$ cat src/rtl/seg_pkg.sv
// rtl/seg_pkg.sv - Shared 7-segment pattern constants and digit-select helpers.
package seg_pkg;

   // Active-low segment patterns, bit order {a,b,c,d,e,f,g}
   localparam logic [6:0] SEG_0     = 7'b0000001;
   localparam logic [6:0] SEG_1     = 7'b1001111;
   localparam logic [6:0] SEG_2     = 7'b0010010;
   localparam logic [6:0] SEG_3     = 7'b0000110;
   localparam logic [6:0] SEG_4     = 7'b1001100;
   localparam logic [6:0] SEG_5     = 7'b0100100;
   localparam logic [6:0] SEG_6     = 7'b0100000;
   localparam logic [6:0] SEG_7     = 7'b0001111;
   localparam logic [6:0] SEG_8     = 7'b0000000;
   localparam logic [6:0] SEG_9     = 7'b0000100;
   localparam logic [6:0] SEG_A     = 7'b0001000;
   localparam logic [6:0] SEG_B     = 7'b1100000;
   localparam logic [6:0] SEG_C     = 7'b0110001;
   localparam logic [6:0] SEG_D     = 7'b1000010;
   localparam logic [6:0] SEG_E     = 7'b0110000;
   localparam logic [6:0] SEG_F     = 7'b0111000;
   localparam logic [6:0] SEG_BLANK = 7'h7F;
   localparam logic [3:0] AN_NONE   = 4'hF;

   typedef struct packed {
      logic [3:0] an;
      logic [6:0] seg;
   } scan_pair_t;

   function automatic logic one_cold(input logic [3:0] an);
      case (an)
         4'b1110, 4'b1101, 4'b1011, 4'b0111: one_cold = 1'b1;
         default:                            one_cold = 1'b0;
      endcase
   endfunction

   function automatic logic [1:0] cold_index(input logic [3:0] an);
      case (an)
         4'b1101: cold_index = 2'd1;
         4'b1011: cold_index = 2'd2;
         4'b0111: cold_index = 2'd3;
         default: cold_index = 2'd0;
      endcase
   endfunction

endpackage

$ cat src/rtl/seg7_to_hex.sv
// rtl/seg7_to_hex.sv - Decodes an active-low 7-segment pattern back to a hex nibble.
module seg7_to_hex
   import seg_pkg::*;
(
   input  logic [6:0] seg_i,
   output logic [3:0] nib_o,
   output logic       legal_o
);

   always_comb begin
      nib_o   = 4'h0;
      legal_o = 1'b1;
      case (seg_i)
         SEG_0:   nib_o = 4'h0;
         SEG_1:   nib_o = 4'h1;
         SEG_2:   nib_o = 4'h2;
         SEG_3:   nib_o = 4'h3;
         SEG_4:   nib_o = 4'h4;
         SEG_5:   nib_o = 4'h5;
         SEG_6:   nib_o = 4'h6;
         SEG_7:   nib_o = 4'h7;
         SEG_8:   nib_o = 4'h8;
         SEG_9:   nib_o = 4'h9;
         SEG_A:   nib_o = 4'hA;
         SEG_B:   nib_o = 4'hB;
         SEG_C:   nib_o = 4'hC;
         SEG_D:   nib_o = 4'hD;
         SEG_E:   nib_o = 4'hE;
         SEG_F:   nib_o = 4'hF;
         default: legal_o = 1'b0;
      endcase
   end

endmodule

$ cat src/rtl/seg_scan_capture.sv
// rtl/seg_scan_capture.sv - Rebuilds the 4-digit value from a multiplexed 7-segment scan.
module seg_scan_capture
   import seg_pkg::*;
#(
   parameter int SETTLE = 4
) (
   input  logic        clk,
   input  logic        rst,
   input  logic [6:0]  seg_in,
   input  logic [3:0]  an_in,
   output logic [15:0] digits,
   output logic [3:0]  digit_ok,
   output logic [3:0]  bad_pat,
   output logic        frame_valid,
   input  logic        frame_ready,
   output logic [15:0] frame_data,
   output logic        overrun
);

   localparam logic [3:0] SETTLE_C = 4'(SETTLE);

   scan_pair_t  pair_s;
   scan_pair_t  prev_q, prev_d;
   logic [3:0]  cnt_q, cnt_d;
   logic [15:0] digits_q, digits_d;
   logic [3:0]  ok_q, ok_d;
   logic [3:0]  bad_q, bad_d;
   logic [3:0]  seen_q, seen_d;
   logic        fv_q, fv_d;
   logic [15:0] fd_q, fd_d;
   logic        ov_q, ov_d;

   logic [3:0]  dec_nib;
   logic        dec_legal;
   logic        capture;
   logic        accept;
   logic        complete;
   logic [1:0]  sel;

   assign pair_s = {an_in, seg_in};

   seg7_to_hex u_dec (
      .seg_i   (seg_in),
      .nib_o   (dec_nib),
      .legal_o (dec_legal)
   );

   // Stability counter saturates so a held pair captures only once
   always_comb begin
      prev_d = pair_s;
      if (pair_s != prev_q) begin
         cnt_d = 4'd1;
      end else if (cnt_q == SETTLE_C) begin
         cnt_d = cnt_q;
      end else begin
         cnt_d = cnt_q + 4'd1;
      end
   end

   assign capture = (cnt_d == SETTLE_C) && (cnt_q != SETTLE_C) && one_cold(an_in);
   assign sel     = cold_index(an_in);
   assign accept  = fv_q && frame_ready;

   always_comb begin
      digits_d = digits_q;
      ok_d     = ok_q;
      bad_d    = bad_q;
      seen_d   = seen_q;
      fv_d     = fv_q;
      fd_d     = fd_q;
      ov_d     = ov_q;
      complete = 1'b0;

      if (capture) begin
         seen_d[sel] = 1'b1;
         if (dec_legal) begin
            digits_d[{sel, 2'b00} +: 4] = dec_nib;
            ok_d[sel]                   = 1'b1;
         end else begin
            ok_d[sel]  = 1'b0;
            bad_d[sel] = 1'b1;
         end
         if (seen_d == 4'hF) begin
            complete = 1'b1;
            seen_d   = 4'h0;
         end
      end

      // A frame retiring on this edge frees the slot for a new completion
      if (complete) begin
         if (!fv_q || accept) begin
            fv_d = 1'b1;
            fd_d = digits_d;
         end else begin
            ov_d = 1'b1;
         end
      end else if (accept) begin
         fv_d = 1'b0;
      end
   end

   always_ff @(posedge clk) begin
      if (rst) begin
         prev_q   <= {AN_NONE, SEG_BLANK};
         cnt_q    <= 4'd0;
         digits_q <= 16'h0000;
         ok_q     <= 4'h0;
         bad_q    <= 4'h0;
         seen_q   <= 4'h0;
         fv_q     <= 1'b0;
         fd_q     <= 16'h0000;
         ov_q     <= 1'b0;
      end else begin
         prev_q   <= prev_d;
         cnt_q    <= cnt_d;
         digits_q <= digits_d;
         ok_q     <= ok_d;
         bad_q    <= bad_d;
         seen_q   <= seen_d;
         fv_q     <= fv_d;
         fd_q     <= fd_d;
         ov_q     <= ov_d;
      end
   end

   assign digits      = digits_q;
   assign digit_ok    = ok_q;
   assign bad_pat     = bad_q;
   assign frame_valid = fv_q;
   assign frame_data  = fd_q;
   assign overrun     = ov_q;

endmodule

$ cat config.mk
export PLATFORM = sky130hd
export DESIGN_NAME = seg_scan_capture
export DESIGN_NICKNAME = d
export VERILOG_FILES = /design/src/rtl/seg_pkg.sv /design/src/rtl/seg7_to_hex.sv /design/src/rtl/seg_scan_capture.sv
export SDC_FILE = /design/constraint.sdc
export NUM_CORES = 1
export LEC_CHECK = 0
export CAP_MARGIN = 30
export CORE_MARGIN = 1
export CORE_UTILIZATION = 54
export CTS_BUF_LIST = sky130_fd_sc_hd__clkbuf_4 sky130_fd_sc_hd__clkbuf_8
export DETAILED_ROUTE_END_ITERATION = 16
export PLACE_DENSITY = 0.93
export RECOVER_POWER = 25
export SETUP_SLACK_MARGIN = 0.2
export SLEW_MARGIN = 10
export SYNTH_ARGS = -nofsm -noshare
export SYNTH_HDL_FRONTEND = slang
export SYNTH_SLANG_ARGS = --single-unit
$ cat constraint.sdc
create_clock -name clk -period 3.2 [get_ports clk]
set_clock_uncertainty 0.15 [all_clocks]
set_input_delay 0.8 -clock clk [delete_from_list [all_inputs] [get_ports clk]]
set_output_delay 0.8 -clock clk [all_outputs]
set_load 0.05 [all_outputs]
==> metrics.txt <==
Mapped Nets 356; CP Capture Type flop; row cnt 26; pin count of the biggest net entering global routing 34; Vias/cell roughly 5.9; via count 3013; layout overhead on the synthesized area 47.4%; minimum clock period 2980 ps; first-pass GRT wire length 13.0 mm; clock root buffer clkbuf_8; CTS HTree Levels 3; layout cell share with drive strength beyond 1 0.260; PortBufs 55; RSZ-0062 raised after global routing no; vias in the first global route 2796; Mapped Cells 333; DRT Wirelength roughly 9.0 mm; I/O pin count 56; register area share after synthesis 0.418; post-synthesis cell type count 46; PD cells 440 nW/um2; Post-route DRC 0; max-cap viol count 0; Hold Violations, Final 0; CP cell instances clkdlybuf4s50_1 -> xor2_1 -> or4_4 -> nor3_2 -> and4b_2 -> buf_4 -> clkbuf_16 -> a211oi_2; Initial Utilization 0.565; P_leak ~1.8 nW; hold_ws 302 ps; area of the multi-input gates approximately 1600 um2; slew margin rel. 0.119; antenna violations before repair 0; total power 1.90 mW; HP Class flop to flop; dpl ws -263 ps; Ys Warns 0; Avg Cell Area, Syn just under 9 um2; CP bufs+invs 3; final instance area about 4300 um2; CTS buffer count 9; final worst slack between 200 and 250 ps; Finish-stage setup viols 0; Synth async-reset ratio 0; EDFF count, synth 0; Critical Path AT about 3000 ps; Max FO, Critical Path 16; count leader, synth dfxtp_1; Wirelength per Cell 17.4 um; ys flop type dfxtp_1; Yosys top cell by area dfxtp_1; CP Class input pin to flop; Final HPWL DP between 5 and 6 mm; Clock transition at path regs 70 ps; WP data required around 3200 ps; Placed Area 3820 um2; top-area cell type share of the netlist area 0.418; chip width 75.6 um; Skew-Pair Late Insertion Delay 350 ps; delay of the slowest cell on the worst path 570 ps; hold_buf cts 0; RePlAce Congestion 0.927; Tcrit/Tclk final 0.930; max frequency ~340 MHz; slowest stage cell, crit path or4_4; Die Area 5710 um2; Core Region approximately 5200 um2; Pre-Repair DR Iteration Count 5; mapped cell area 2920 um2; CTS tree yes; delay-heaviest family, CP simple AND/OR/NAND/NOR gates; top post-synthesis cells by area dfxtp_1 (42%), nor2_1 (7.3%), a211oi_1 (4.9%); remaining antenna violation count after routing 0; max-slew violation count 0; total gr overflow 0; n_diodes 0; worst-margin pin slew 1320 ps; register area 1220 um2; Peak VDD IR 0.316 mV; CTS Buffer Depth 2; Layout Nets 461; Die H 75.6 um; Fillers 268; most frequent cells after synthesis dfxtp_1 (61), nor2_1 (57), a211oi_1 (19), a21oi_1 (19), xor2_1 (14); Synth Register Bits 61; status complete, no violations; TritonCTS sink count 61; All-Layer GR Usage 0.308; critical path startpoint category input pin; Initial DRC Count 207
==> final timing paths <==
path,start,endpoint,slack [ps],cells past startpoint
worst min register to register,bad_pat[1],bad_pat[1],300,2
worst min-delay path,bad_pat[1],bad_pat[1],300,2
worst max register to register,cnt_q[0],frame_data[15],490,10
worst max-delay path,seg_in[0],frame_data[15],220,8
==> worst reg2reg max path, stage by stage (launching register included) <==
cell and delay [ps]:
dfxtp_1 380, inv_1 110, ha_1 250, nor2b_1 160
o21ai_0 240, o2111ai_2 210, nor4_4 270, buf_4 180
nand3_2 170, a21oi_1 300, a211oi_2 110
==> logic make-up after synthesis <==
| family | count (synthesis) | synth area share |
|---|---|---|
| and+or+nand+nor | 144 | 0.268 |
| DFF | 61 | 0.418 |
| AOI/OAI and AO/OA | 57 | 0.131 |
| buffers and inverters | 32 | 0.0492 |
| xor gates and xnor gates | 17 | 0.0509 |
| muxes | 13 | 0.0445 |
| adders and majority gates | 9 | 0.0385 |
==> placed cells by master, fill, tap and decap left out, types with 9 or more instances in the layout <==
cell	count
a211oi_1	14
a21oi_1	18
buf_4	57
clkbuf_8	10
clkdlybuf4s50_1	34
dfxtp_1	61
dlygate4sd3_1	14
ha_1	9
inv_1	9
mux2i_1	11
nand2_1	11
nor2_1	57
or2_2	11
xor2_1	14
==> report_power, final <==
group	total, mW	switching, mW	internal (mW)
logic	0.189	0.100	0.0885
registers	0.771	0.00399	0.767
clock network	0.937	0.320	0.617
total	1.90	0.424	1.47
==> through the flow <==
step	TNS, ps	utilization	std cells
after floorplan	0	-	333
after global placement	-2010	0.739	483
after detailed placement	-5220	0.739	483
after CTS	0	0.800	504
after global routing	0	0.833	513
final	0	0.833	513
==> per-layer routing <==
| layer | part of all wire | up-vias | global-route usage |
|---|---|---|---|
| li1 | - | 1378 | - |
| met1 | 0.38 | 1423 | 0.330 |
| met5 | 0 | - | 0 |
| met4 | 0.048 | 0 | 0.187 |
| met3 | 0.049 | 55 | 0.0569 |
| met2 | 0.52 | 157 | 0.560 |
==> final cells by class <==
cell class / count / area share
clock buffer: 10 / 0.0319
multi-input combinational: 240 / 0.381
timing repair buffer: 116 / 0.243
sequential: 61 / 0.283
clock inverter: 6 / 0.0311
tap: 70 / 0.0203
inverter: 10 / 0.00871
==> sequential cells by signal, summed over array words and instances, names as in the netlist, named ones only <==
register     cells
frame_data      16
cnt_q            4
prev_q          11
bad_pat          4
overrun          1
frame_valid      1
digits          16
seen_q           4
==> what timing repair did <==
item / 4_1_cts / 5_1_grt
endpoints found under the setup margin: 14 / 41
buffers inserted: 5 / 8
cloned: 0 / 1
pin swaps: 2 / 6
resized for setup: 5 / 22
Note: power is estimated with default switching activity, not from simulation.
